==> config.mk <==
export PLATFORM = sky130hd
export DESIGN_NAME = id_stage_flat
export DESIGN_NICKNAME = d
export VERILOG_FILES = /design/src/rtl/id_stage_if.sv /design/src/rtl/id_stage.sv /design/src/flat_wrapper.sv
export SDC_FILE = /design/constraint.sdc
export NUM_CORES = 1
export LEC_CHECK = 0
export ABC_AREA = 0
export BUFFER_PORTS_ARGS = -buffer_cell sky130_fd_sc_hd__buf_2
export CORE_ASPECT_RATIO = 1.4
export CORE_UTILIZATION = 30
export CTS_BUF_LIST = sky130_fd_sc_hd__clkbuf_16
export DETAILED_ROUTE_END_ITERATION = 8
export GPL_ROUTABILITY_DRIVEN = 1
export GPL_TIMING_DRIVEN = 0
export MAX_ROUTING_LAYER = met4
export PLACE_DENSITY = 0.69
export SLEW_MARGIN = 20
export SYNTH_ARGS = -nofsm -noshare
export SYNTH_HDL_FRONTEND = slang
export SYNTH_SLANG_ARGS = --single-unit
export TNS_END_PERCENT = 5
==> constraint.sdc <==
create_clock -name clk -period 2.4 [get_ports clk]
set_input_delay 0.36 -clock clk [delete_from_list [all_inputs] [get_ports clk]]
set_output_delay 0.36 -clock clk [all_outputs]
set_load 0.05 [all_outputs]
==> src/rtl/id_stage_if.sv <==
// id_stage_if: fetch-side and execute-side signals of the decode stage,
// plus the register file read ports.
//   master : driven by the surrounding pipeline (fetch, register file, execute)
//   slave  : the id_stage itself
// Signals: if_valid/if_insn/id_ready (fetch handshake), rd_addr_*/rd_data_*
// (register file reads), flush (taken branch), ex_ready/ex_valid and ex_*
// payload (ID/EX register towards execute).
interface id_stage_if #(
  parameter int WORD   = 32,
  parameter int ADDR_W = 5
);
  logic              if_valid;
  logic [WORD-1:0]   if_insn;
  logic              id_ready;
  logic [ADDR_W-1:0] rd_addr_0;
  logic [ADDR_W-1:0] rd_addr_1;
  logic [WORD-1:0]   rd_data_0;
  logic [WORD-1:0]   rd_data_1;
  logic              flush;
  logic              ex_ready;
  logic              ex_valid;
  logic [2:0]        ex_op;
  logic [WORD-1:0]   ex_opnd0;
  logic [WORD-1:0]   ex_opnd1;
  logic [WORD-1:0]   ex_imm;
  logic [5:0]        ex_funct;
  logic [ADDR_W-1:0] ex_dst;
  logic              ex_we;
  logic              ex_is_load;

  modport master (
    output if_valid, if_insn, rd_data_0, rd_data_1, flush, ex_ready,
    input  id_ready, rd_addr_0, rd_addr_1, ex_valid, ex_op, ex_opnd0,
           ex_opnd1, ex_imm, ex_funct, ex_dst, ex_we, ex_is_load
  );

  modport slave (
    input  if_valid, if_insn, rd_data_0, rd_data_1, flush, ex_ready,
    output id_ready, rd_addr_0, rd_addr_1, ex_valid, ex_op, ex_opnd0,
           ex_opnd1, ex_imm, ex_funct, ex_dst, ex_we, ex_is_load
  );
endinterface

==> src/rtl/id_stage.sv <==
// id_stage: instruction decode stage. Decodes if_insn, drives the register
// file read addresses, and captures operands/immediate/control into the
// ID/EX register with valid/ready handshakes on both sides.
// Ports:
//   clk  : rising-edge clock
//   rst  : asynchronous active-low reset
//   bus  : id_stage_if.slave (fetch handshake, register file reads, flush,
//          ID/EX payload and handshake)
// A load in EX whose destination matches a used source of the incoming
// instruction forces one bubble; flush clears the ID/EX register and drops
// the current fetch.
module id_stage #(
  parameter int WORD   = 32,
  parameter int ADDR_W = 5
) (
  input logic      clk,
  input logic      rst,
  id_stage_if.slave bus
);

  typedef enum logic [2:0] {
    OP_ALU_RR = 3'd0,
    OP_ALU_RI = 3'd1,
    OP_LOAD   = 3'd2,
    OP_STORE  = 3'd3,
    OP_BEQ    = 3'd4,
    OP_NOP    = 3'd7
  } op_e;

  logic [5:0]        opcode;
  logic [ADDR_W-1:0] rs0;
  logic [ADDR_W-1:0] rs1;
  op_e               dec_op;
  logic [ADDR_W-1:0] dec_dst;
  logic              dec_we;
  logic              dec_is_load;
  logic              use0;
  logic              use1;
  logic [WORD-1:0]   dec_imm;
  logic              load_en;
  logic              hazard;

  assign opcode        = bus.if_insn[31:26];
  assign rs0           = bus.if_insn[25:21];
  assign rs1           = bus.if_insn[20:16];
  assign bus.rd_addr_0 = rs0;
  assign bus.rd_addr_1 = rs1;
  assign dec_imm       = {{(WORD-16){bus.if_insn[15]}}, bus.if_insn[15:0]};

  always_comb begin
    dec_op      = OP_NOP;
    dec_dst     = '0;
    dec_we      = 1'b0;
    dec_is_load = 1'b0;
    use0        = 1'b0;
    use1        = 1'b0;
    case (opcode)
      6'h00: begin
        dec_op  = OP_ALU_RR;
        dec_dst = bus.if_insn[15:11];
        dec_we  = 1'b1;
        use0    = 1'b1;
        use1    = 1'b1;
      end
      6'h01: begin
        dec_op  = OP_ALU_RI;
        dec_dst = bus.if_insn[20:16];
        dec_we  = 1'b1;
        use0    = 1'b1;
      end
      6'h02: begin
        dec_op      = OP_LOAD;
        dec_dst     = bus.if_insn[20:16];
        dec_we      = 1'b1;
        dec_is_load = 1'b1;
        use0        = 1'b1;
      end
      6'h03: begin
        dec_op = OP_STORE;
        use0   = 1'b1;
        use1   = 1'b1;
      end
      6'h04: begin
        dec_op = OP_BEQ;
        use0   = 1'b1;
        use1   = 1'b1;
      end
      default: dec_op = OP_NOP;
    endcase
  end

  assign load_en = ~bus.ex_valid | bus.ex_ready;

  // Register 0 gets no special treatment: a load to r0 still interlocks.
  assign hazard = bus.if_valid & bus.ex_valid & bus.ex_is_load & bus.ex_we &
                  ((use0 & (bus.ex_dst == rs0)) | (use1 & (bus.ex_dst == rs1)));

  // During flush the fetch is consumed (and dropped) regardless of stalls.
  assign bus.id_ready = bus.flush | (load_en & ~hazard);

  always_ff @(posedge clk or negedge rst) begin
    if (!rst) begin
      bus.ex_valid   <= 1'b0;
      bus.ex_op      <= '0;
      bus.ex_opnd0   <= '0;
      bus.ex_opnd1   <= '0;
      bus.ex_imm     <= '0;
      bus.ex_funct   <= '0;
      bus.ex_dst     <= '0;
      bus.ex_we      <= 1'b0;
      bus.ex_is_load <= 1'b0;
    end else if (bus.flush) begin
      bus.ex_valid <= 1'b0;
    end else if (load_en & hazard) begin
      bus.ex_valid <= 1'b0;
    end else if (load_en) begin
      bus.ex_valid   <= bus.if_valid;
      bus.ex_op      <= dec_op;
      bus.ex_opnd0   <= bus.rd_data_0;
      bus.ex_opnd1   <= bus.rd_data_1;
      bus.ex_imm     <= dec_imm;
      bus.ex_funct   <= bus.if_insn[5:0];
      bus.ex_dst     <= dec_dst;
      bus.ex_we      <= dec_we;
      bus.ex_is_load <= dec_is_load;
    end
  end

endmodule
==> src/flat_wrapper.sv <==
// flat-port wrapper written by rule: the top's interface ports become plain ports
module id_stage_flat 
#(
  parameter int WORD   = 32,
  parameter int ADDR_W = 5
)
  (clk, rst, bus_if_valid, bus_if_insn, bus_rd_data_0, bus_rd_data_1, bus_flush, bus_ex_ready, bus_id_ready, bus_rd_addr_0, bus_rd_addr_1, bus_ex_valid, bus_ex_op, bus_ex_opnd0, bus_ex_opnd1, bus_ex_imm, bus_ex_funct, bus_ex_dst, bus_ex_we, bus_ex_is_load);
  id_stage_if #(.WORD(WORD), .ADDR_W(ADDR_W)) bus_i ();
  input logic clk;
  input logic rst;
  input wire logic [$bits(bus_i.if_valid)-1:0] bus_if_valid;
  input wire logic [$bits(bus_i.if_insn)-1:0] bus_if_insn;
  input wire logic [$bits(bus_i.rd_data_0)-1:0] bus_rd_data_0;
  input wire logic [$bits(bus_i.rd_data_1)-1:0] bus_rd_data_1;
  input wire logic [$bits(bus_i.flush)-1:0] bus_flush;
  input wire logic [$bits(bus_i.ex_ready)-1:0] bus_ex_ready;
  output wire logic [$bits(bus_i.id_ready)-1:0] bus_id_ready;
  output wire logic [$bits(bus_i.rd_addr_0)-1:0] bus_rd_addr_0;
  output wire logic [$bits(bus_i.rd_addr_1)-1:0] bus_rd_addr_1;
  output wire logic [$bits(bus_i.ex_valid)-1:0] bus_ex_valid;
  output wire logic [$bits(bus_i.ex_op)-1:0] bus_ex_op;
  output wire logic [$bits(bus_i.ex_opnd0)-1:0] bus_ex_opnd0;
  output wire logic [$bits(bus_i.ex_opnd1)-1:0] bus_ex_opnd1;
  output wire logic [$bits(bus_i.ex_imm)-1:0] bus_ex_imm;
  output wire logic [$bits(bus_i.ex_funct)-1:0] bus_ex_funct;
  output wire logic [$bits(bus_i.ex_dst)-1:0] bus_ex_dst;
  output wire logic [$bits(bus_i.ex_we)-1:0] bus_ex_we;
  output wire logic [$bits(bus_i.ex_is_load)-1:0] bus_ex_is_load;
  assign bus_i.if_valid = bus_if_valid;
  assign bus_i.if_insn = bus_if_insn;
  assign bus_i.rd_data_0 = bus_rd_data_0;
  assign bus_i.rd_data_1 = bus_rd_data_1;
  assign bus_i.flush = bus_flush;
  assign bus_i.ex_ready = bus_ex_ready;
  assign bus_id_ready = bus_i.id_ready;
  assign bus_rd_addr_0 = bus_i.rd_addr_0;
  assign bus_rd_addr_1 = bus_i.rd_addr_1;
  assign bus_ex_valid = bus_i.ex_valid;
  assign bus_ex_op = bus_i.ex_op;
  assign bus_ex_opnd0 = bus_i.ex_opnd0;
  assign bus_ex_opnd1 = bus_i.ex_opnd1;
  assign bus_ex_imm = bus_i.ex_imm;
  assign bus_ex_funct = bus_i.ex_funct;
  assign bus_ex_dst = bus_i.ex_dst;
  assign bus_ex_we = bus_i.ex_we;
  assign bus_ex_is_load = bus_i.ex_is_load;
  id_stage #(.WORD(WORD), .ADDR_W(ADDR_W)) u_core (.clk(clk), .rst(rst), .bus(bus_i));
endmodule
==> results.md, run 1 <==
| Step | Metric | Reported |
|:---|:---|:---|
| logic synthesis | Cell accounting for the most synthesized area | dfrtp_1 |
| floorplanning | Die width | 99.9 um |
| logic synthesis | Async set-or-reset flop fraction in the synthesized netlist | 1.00 |
| logic synthesis | Synth area leaders | dfrtp_1 57%, mux2_2 18%, mux2_1 6.4% |
| sta | Setup TNS after final layout | 0 ns |
| sta | Final setup violation count | 0 |
| logic synthesis | EDFF count, synth | 0 |
| clock network | Maximum root-to-sink buffer count | 2 |
| sta | Final Cycle Share | 0.986 |
| pwr | Switching power summed over all nets | 1.79 mW |
| pwr | Largest voltage drop on the vdd net | 0.338 mV |
| job | Maximum Capacitance Violations | 0 |
| detailed routing | Routed via count divided by cell count | 4.24 |
| floorplanning | Number of top-level pins | 225 |
| floorplanning | Floorplan die area | 13900 um^2 |
| global routing | Number of antenna violations at the first check in global routing | 0 |
| min path | Type of the tightest min-delay check | primary input to asynchronous set/reset pin |
| detailed routing | Via total after detailed routing | 2988 |
| clock network | CTS Sinks | 91 |
| clock network | Clock latency at the later pin of the worst-skew pair | 0.33 ns |
| logic synthesis | Cell area after synthesis | 4020 um^2 |
| setup path | Required time at the endpoint of the critical path | 2.04 ns |
| sta | Min Hold Slack | 0.00959 ns |
| logic synthesis | Number of flip-flops and latches in the synthesized netlist | 91 |
| place | Placed wire-length estimate after detailed placement | 7310 um |
| global routing | Via count of the first global-routing pass | 3210 |
| sta | Post-route minimum period | 2.37 ns |
| place | GPL Wtd Cong | 0.779 |
| clock network | TritonCTS clock tree | yes |
| detailed routing | Detailed-route DRC error count | 0 |
| pwr | Power share of the sequential group | 0.378 |
| final layout | Share of layout cells above drive strength 1 | 0.676 |
| detailed routing | Total Wirelength | 9330 um |
| global routing | First-pass GRT wire length | 14800 um |
| logic synthesis | Sequential element share of the synthesized area | 0.566 |
| place | I/O Buffers | 224 |
| setup path | Critical setup path kind | flip-flop to primary output |
| logic synthesis | Number of distinct library cell variants in the gate-level netlist after synthesis | 28 |
| run status | Run status | complete, no violations |
| logic synthesis | Dominant register cell in the synthesized netlist | dfrtp_1 |
| logic synthesis | Area share of the largest cell type after synthesis | 0.566 |
| floorplanning | Height of the chip | 139 um |
| final layout | # nets final | 623 |
| final layout | Antenna cells | 0 |
| clock network | Hold Buf Count CTS | 0 |
| floorplanning | # rows | 49 |
| clock network | Number of clock buffers inserted by TritonCTS | 9 |
| logic synthesis | Gate count of the mapped netlist | 283 |
| sta | Max-slew headroom | 0.628 |
| pwr | Switching Fraction | 0.375 |
| pwr | Combinational share of power | 0.332 |
| sta | Final Slew Violations | 0 |
| setup path | Critical Path Source Type | flip-flop |
| pwr | Leakage power of the design | 2.86 nW |
| clock network | Number of H-tree levels | 3 |
| global routing | Remaining global-route overflow | 0 |
| detailed routing | Count of TritonRoute iterations in the first routing pass | 4 |
| sta | Worst setup skew after layout | 0.00986 ns |
| logic synthesis | Total nets after synthesis | 384 |
| clock network | Clock-pin slew of the registers on the worst-case setup and hold paths | 0.07 ns |
| detailed routing | Post-detailed-route count of antenna-violating nets | 0 |
| final layout | Signed area change from the synthesized netlist to the final layout | 42.7% |
| sta | Unrepaired setup endpoints after global routing | true |
| setup path | CP Capture Type | primary output |
| global routing | Total track usage | 0.140 |
| floorplanning | Initial standard-cell utilization of the core | 0.311 |
| pwr | Internal power | 2.98 mW |
| detailed routing | Detailed-route wire length per cell | 13.2 um |
| sta | Worst slew pin tran | 0.558 ns |
| pwr | Pwr per Cell Area | 830 nW/um^2 |
| final layout | Layout Utilization | 0.444 |
| sta | Final hold violations | 0 |
| clock network | Cell at the root of the clock tree | clkbuf_16 |
| setup path | Arrival time reported for the critical path endpoint | 2.01 ns |
| sta | Achievable Freq | 0.422 GHz |
| logic synthesis | Post-Syn Area per Cell | 14.2 um^2 |
| logic synthesis | Synthesis Warnings | 0 |
| setup path | Largest driver fanout on the critical path | 3 |
| floorplanning | Core Area | 12900 um^2 |
| global routing | Largest net degree at the start of global routing | 53 |
| detailed routing | First-iteration detailed-routing DRC count | 70 |
| pwr | Share of total power in the clock network | 0.290 |
[registers in the layout, indices dropped and copies added (netlist names)]
| register | cells |
|---|---|
| u_core.bus.ex_funct | 5 |
| u_core.bus.ex_opnd0 | 32 |
| u_core.bus.ex_op | 3 |
| u_core.bus.ex_we | 1 |
| u_core.bus.ex_is_load | 1 |
| u_core.bus.ex_opnd1 | 32 |
| u_core.bus.ex_valid | 1 |
| u_core.bus.ex_imm | 11 |
| u_core.bus.ex_dst | 5 |
[layer usage]
metal / vias up / wire length [um] / global-route usage
met5: - / 0 / -
met3: 16 / 545 / 0.0262
met2: 146 / 5140 / 0.257
met4: 0 / 209 / 0.0604
met1: 1403 / 3430 / 0.141
li1: 1423 / - / -
[what timing repair did]
item,4_1_cts,5_1_grt
buffers inserted,3,0
endpoints found under the setup margin,1,1
gates resized for setup,5,0
pin swaps,3,1
[kinds of logic after synthesis]
group,share of synthesized area
compound gates,0.0292
xor+xnor,0.0218
buf+inv,0.0896
flops,0.566
mux,0.259
simple gates,0.0345
[cells in the final DEF, fill, tap and decap left out, types with 2 or more instances in the layout]
master,netlist,layout
clkinv_1,0,2
a21oi_1,9,9
inv_1,2,2
dfrtp_1,91,90
a32oi_1,2,2
mux2i_1,5,5
xor2_1,5,5
buf_4,32,35
clkbuf_16,0,9
xnor2_1,5,5
nor2_1,12,12
o21ai_0,3,3
mux2_1,23,23
buf_2,0,222
clkbuf_1,2,2
buf_6,9,10
mux2_2,65,65
nor2b_1,3,3
[final cells by class]
type | count | area (um^2)
fill | 1222 | 7200
multi-input combinational | 146 | 1390
clock buffer | 9 | 225
timing repair buffer | 228 | 1190
inverter | 2 | 7.51
sequential | 91 | 2280
tap | 178 | 223
clock inverter | 7 | 67.6
buffer | 44 | 353
[worst max-delay path, cell delays in order (launching register included)]
cell and delay, ns:
dfrtp_1 0.41, xor2_1 0.16, nor4_2 0.28, a41oi_2 0.18, or2_4 0.30, a21o_1 0.19, buf_6 0.15
[power groups by stage]
stage / logic, mW / clock network, mW / registers, mW
3_5_place_dp: 1.59 / 0 / 1.83
6_report: 1.58 / 1.38 / 1.80
3_3_place_gp: 1.56 / 0 / 1.82
2_1_floorplan: 0.542 / 0 / 2.45
5_1_grt: 1.65 / 1.50 / 1.83
4_1_cts: 1.60 / 1.44 / 1.81
[cell usage after synthesis, drive strengths merged, types with 2 or more instances]
cell type / count
mux2: 88
o21ai: 4
inv: 2
buf: 42
xnor2: 5
or2: 2
clkbuf: 2
a32oi: 2
a21oi: 9
nor3: 2
xor2: 5
nor2: 12
nor2b: 3
dfrtp: 91
mux2i: 5
[path summary, 6_finish.rpt]
kind	start	end	cells after the start	slack, ns
max	u_core.bus.ex_dst[4]$_DFFE_PN0P_	bus_id_ready	6	0.03
min	rst	u_core.bus.ex_opnd1[28]$_DFFE_PN0P_	1	0.01
max reg2reg	u_core.bus.ex_dst[4]$_DFFE_PN0P_	u_core.bus.ex_funct[3]$_DFFE_PN0P_	8	0.22
min reg2reg	u_core.bus.ex_opnd1[18]$_DFFE_PN0P_	u_core.bus.ex_opnd1[18]$_DFFE_PN0P_	1	0.48
max in group asynchronous	rst	u_core.bus.ex_opnd1[22]$_DFFE_PN0P_	2	1.76
min in group clk	bus_flush	u_core.bus.ex_valid$_DFFE_PN0P_	2	0.22
[through the flow]
step	instance area, um^2	std cells	power, mW	setup slack, ns
after global placement	5370	685	3.39	-0.274
after CTS	5740	705	4.84	0.0202
after global routing	5740	705	4.98	-0.0548
final	5740	705	4.77	0.0331
after floorplan	4020	283	2.99	0.0501
after detailed placement	5400	686	3.42	-0.262
(Power assumes the default switching activity.)
==> inputs of run 2 (changes only) <==
--- a/config.mk
+++ b/config.mk
@@ -8,6 +8,7 @@
 export ABC_AREA = 0
 export BUFFER_PORTS_ARGS = -buffer_cell sky130_fd_sc_hd__buf_2
 export CORE_ASPECT_RATIO = 1.4
+export CORE_MARGIN = 2
 export CORE_UTILIZATION = 30
 export CTS_BUF_LIST = sky130_fd_sc_hd__clkbuf_16
 export DETAILED_ROUTE_END_ITERATION = 8
==> constraint.sdc (replaced) <==
create_clock -name clk -period 2.9 [get_ports clk]
set_input_delay 0.435 -clock clk [delete_from_list [all_inputs] [get_ports clk]]
set_output_delay 0.435 -clock clk [all_outputs]
set_load 0.05 [all_outputs]
==> run 2 against run 1 <==
  * Clock-buffer cell count stayed put
  * Cell count grew 0.14%
  * Sequential power fell by 17%
  * Power fell by 17%
  * First-iteration DRC count is 31% lower
  * Clock skew shrank 0.0030 ns
  * Hold slack better by 0.083 ns
==> results.md, run 2 (synthesized netlist as in run 1, its figures left out) <==
| Step | Metric | Reported | Change |
|:---|:---|:---|:---|
| setup path | Startpoint of the worst register-to-register path | u_core.bus.ex_dst[4]$_DFFE_PN0P_ |  |
| pwr | Switching power summed over all nets | 1.48 mW | -17% |
| setup path | Crit Reg-Reg Endpoint | u_core.bus.ex_funct[4]$_DFFE_PN0P_ |  |
| setup path | Arrival time reported for the critical path endpoint | 2.21 ns | +0.20 ns |
| pwr | Combinational share of power | 0.331 | about the same |
| sta | Setup ws final | 0.256 ns | +0.223 ns |
| clock network | Number of resized instances in the post-cts repair step | 0 | -5 |
| clock network | Cell at the root of the clock tree | clkbuf_16 |  |
| clock network | TritonCTS clock tree | yes |  |
| final layout | Antenna cells | 0 | unchanged |
| run status | Run status | complete, no violations |  |
| floorplanning | Initial standard-cell utilization of the core | 0.303 | -0.00766 |
| clock network | Clock latency at the later pin of the worst-skew pair | 0.33 ns | about the same |
| setup path | Worst Reg2Reg Path Length in Cells | 6 | -2 |
| place | I/O Buffers | 224 | unchanged |
| setup path | Cell chain of the critical path | xor2_1 > nor4_2 > a41oi_2 > or2_2 > a21o_1 > buf_2 |  |
| place | Worst setup timing slack at the placement stage | 0.216 ns | +0.478 ns |
| job | Maximum Capacitance Violations | 0 | unchanged |
| global routing | Number of antenna violations at the first check in global routing | 0 | unchanged |
| clock network | Clock-pin slew of the registers on the worst-case setup and hold paths | 0.06 ns | about the same |
| setup path | Largest driver fanout on the critical path | 4 | +1 |
| clock network | Setup fix buffers added after clock tree synthesis | 0 | -3 |
| sta | Final Cycle Share | 0.912 |  |
| global routing | Total track usage | 0.138 | -0.00168 |
| clock network | CTS Sinks | 91 | unchanged |
| setup path | Critical setup path kind | flip-flop to primary output |  |
| pwr | Power share of the sequential group | 0.379 | about the same |
| floorplanning | Floorplan die area | 14400 um^2 | +3.5% |
| sta | Final Slew Violations | 0 | unchanged |
| detailed routing | Via total after detailed routing | 3025 | +1.2% |
| clock network | Maximum root-to-sink buffer count | 2 | unchanged |
| final layout | Largest registers in the final layout | u_core.bus.ex_opnd0 x32, u_core.bus.ex_opnd1 x32, u_core.bus.ex_imm x11 |  |
| floorplanning | Die width | 102 um | +2.0% |
| setup path | Slowest stage cell, crit path | dfrtp_1 |  |
| final layout | Final std cell area, no fill | 5700 um^2 | -0.76% |
| final layout | Layout Utilization | 0.429 | -0.0142 |
| final layout | FILL cells | 1296 | +6.1% |
| floorplanning | # rows | 50 | +2.0% |
| pwr | Switching Fraction | 0.375 | about the same |
| setup path | Critical Path Source Type | flip-flop |  |
| sta | Post-route minimum period | 2.64 ns |  |
| detailed routing | Total Wirelength | 9630 um | +3.2% |
| pwr | Largest voltage drop on the vdd net | 0.300 mV | -11% |
| clock network | Number of clock buffers inserted by TritonCTS | 9 | unchanged |
| detailed routing | Routed via count divided by cell count | 4.28 | +1.1% |
| detailed routing | First-iteration detailed-routing DRC count | 48 | -31% |
| pwr | Leakage power of the design | 2.84 nW | -0.61% |
| final layout | Signed area change from the synthesized netlist to the final layout | 41.6% |  |
| setup path | Reg-to-reg slack, setup | 0.60 ns | +0.38 ns |
| floorplanning | Number of top-level pins | 225 | unchanged |
| final layout | Share of layout cells above drive strength 1 | 0.672 | -0.00377 |
| sta | Final setup violation count | 0 | unchanged |
| global routing | Remaining global-route overflow | 0 | unchanged |
| place | GPL Wtd Cong | 0.837 | +7.4% |
| pwr | Internal power | 2.46 mW | -17% |
| sta | Unrepaired setup endpoints after global routing | false |  |
| sta | Setup TNS after final layout | 0 ns | unchanged |
| final layout | Leading cell type in the layout, fill and taps excluded | buf_2 |  |
| pwr | Pwr per Cell Area | 692 nW/um^2 | -17% |
| detailed routing | Detailed-route DRC error count | 0 | unchanged |
| global routing | Via count of the first global-routing pass | 3181 | -0.90% |
| setup path | CP Capture Type | primary output |  |
| setup path | Peak per-stage delay on the critical path | 0.42 ns | about the same |
| min path | Type of the tightest min-delay check | primary input to asynchronous set/reset pin |  |
| pwr | Share of total power in the clock network | 0.290 | about the same |
| clock network | Number of H-tree levels | 3 | unchanged |
| clock network | Hold Buf Count CTS | 0 | unchanged |
| final layout | # nets final | 620 | -0.48% |
| floorplanning | Core Area | 13300 um^2 | +2.5% |
| floorplanning | Height of the chip | 141 um | +1.4% |
| global routing | First-pass GRT wire length | 15100 um | +2.1% |
| sta | Worst slew pin tran | 0.610 ns | +0.0521 ns |
| sta | Worst setup skew after layout | 0.00681 ns | -0.00305 ns |
| detailed routing | Count of TritonRoute iterations in the first routing pass | 4 | unchanged |
| sta | Max-slew headroom | 0.593 | -0.0347 |
| sta | Achievable Freq | 0.378 GHz |  |
| global routing | Largest net degree at the start of global routing | 51 | -3.8% |
| detailed routing | Detailed-route wire length per cell | 13.6 um | +3.0% |
| setup path | Required time at the endpoint of the critical path | 2.47 ns | +0.43 ns |
| detailed routing | Post-detailed-route count of antenna-violating nets | 0 | unchanged |
| place | Placed standard-cell area | 5400 um^2 | about the same |
| final layout | Leading cell types in the layout, fill and taps excluded | 223 x buf_2, 91 x dfrtp_1, 65 x mux2_2 |  |
| sta | Final hold violations | 0 | unchanged |
| place | Placed wire-length estimate after detailed placement | 7580 um | +3.7% |
-- run 2: critical path, delay by kind of cell (launching register included) --
family                    cells  cell delay (ns)
DFF                           1             0.42
xor gates and xnor gates      1             0.17
and+or+nand+nor               2             0.69
AOI/OAI and AO/OA             2             0.40
buffers and inverters         1             0.20
-- run 2: stage by stage --
stage | power, mW | std cells | hold slack [ns]
after detailed placement | 2.83 | 690 | 0.465
after CTS | 4.01 | 706 | 0.0993
after floorplan | 2.48 | 283 | 0.139
after global placement | 2.80 | 689 | 0.469
after global routing | 4.13 | 706 | 0.118
final | 3.94 | 706 | 0.0927
-- run 2: how the worst max path moves through the flow --
stage / from / to
2_1_floorplan: u_core.bus.ex_dst[4]$_DFFE_PN0P_ / bus_id_ready
3_3_place_gp: bus_if_insn[31] / u_core.bus.ex_dst[0]$_DFFE_PN0P_
3_5_place_dp: bus_if_insn[31] / u_core.bus.ex_funct[4]$_DFFE_PN0P_
4_1_cts: u_core.bus.ex_dst[4]$_DFFE_PN0P_ / bus_id_ready
5_1_grt: u_core.bus.ex_dst[4]$_DFFE_PN0P_ / bus_id_ready
6_report: u_core.bus.ex_dst[4]$_DFFE_PN0P_ / bus_id_ready
-- run 2: power by group through the flow --
stage	Combinational (mW)	Sequential, mW	Clock, mW
2_1_floorplan	0.449	2.03	0
6_report	1.31	1.49	1.14
3_3_place_gp	1.30	1.51	0
3_5_place_dp	1.32	1.52	0
5_1_grt	1.37	1.51	1.25
4_1_cts	1.32	1.49	1.19
-- run 2: cell type report --
| cell class | instances | area, um^2 | share of cell area |
|---|---|---|---|
| flip-flops and latches | 91 | 2280 | 0.400 |
| multi-input cells | 146 | 1390 | 0.243 |
| repair buffers | 225 | 1150 | 0.202 |
| plain buffers | 44 | 353 | 0.0620 |
| well taps | 182 | 228 | 0.0400 |
| clock buffers | 9 | 225 | 0.0395 |
| clock inverters | 7 | 68.8 | 0.0121 |
| inverters | 2 | 7.51 | 0.00132 |
-- run 2: per-layer routing --
| metal | vias up | track usage | wire, um |
|---|---|---|---|
| met1 | 1444 | 0.145 | 3670 |
| met5 | - | - | 0 |
| met3 | 15 | 0.0302 | 627 |
| met2 | 149 | 0.246 | 5110 |
| met4 | 0 | 0.0561 | 221 |
| li1 | 1417 | - | - |
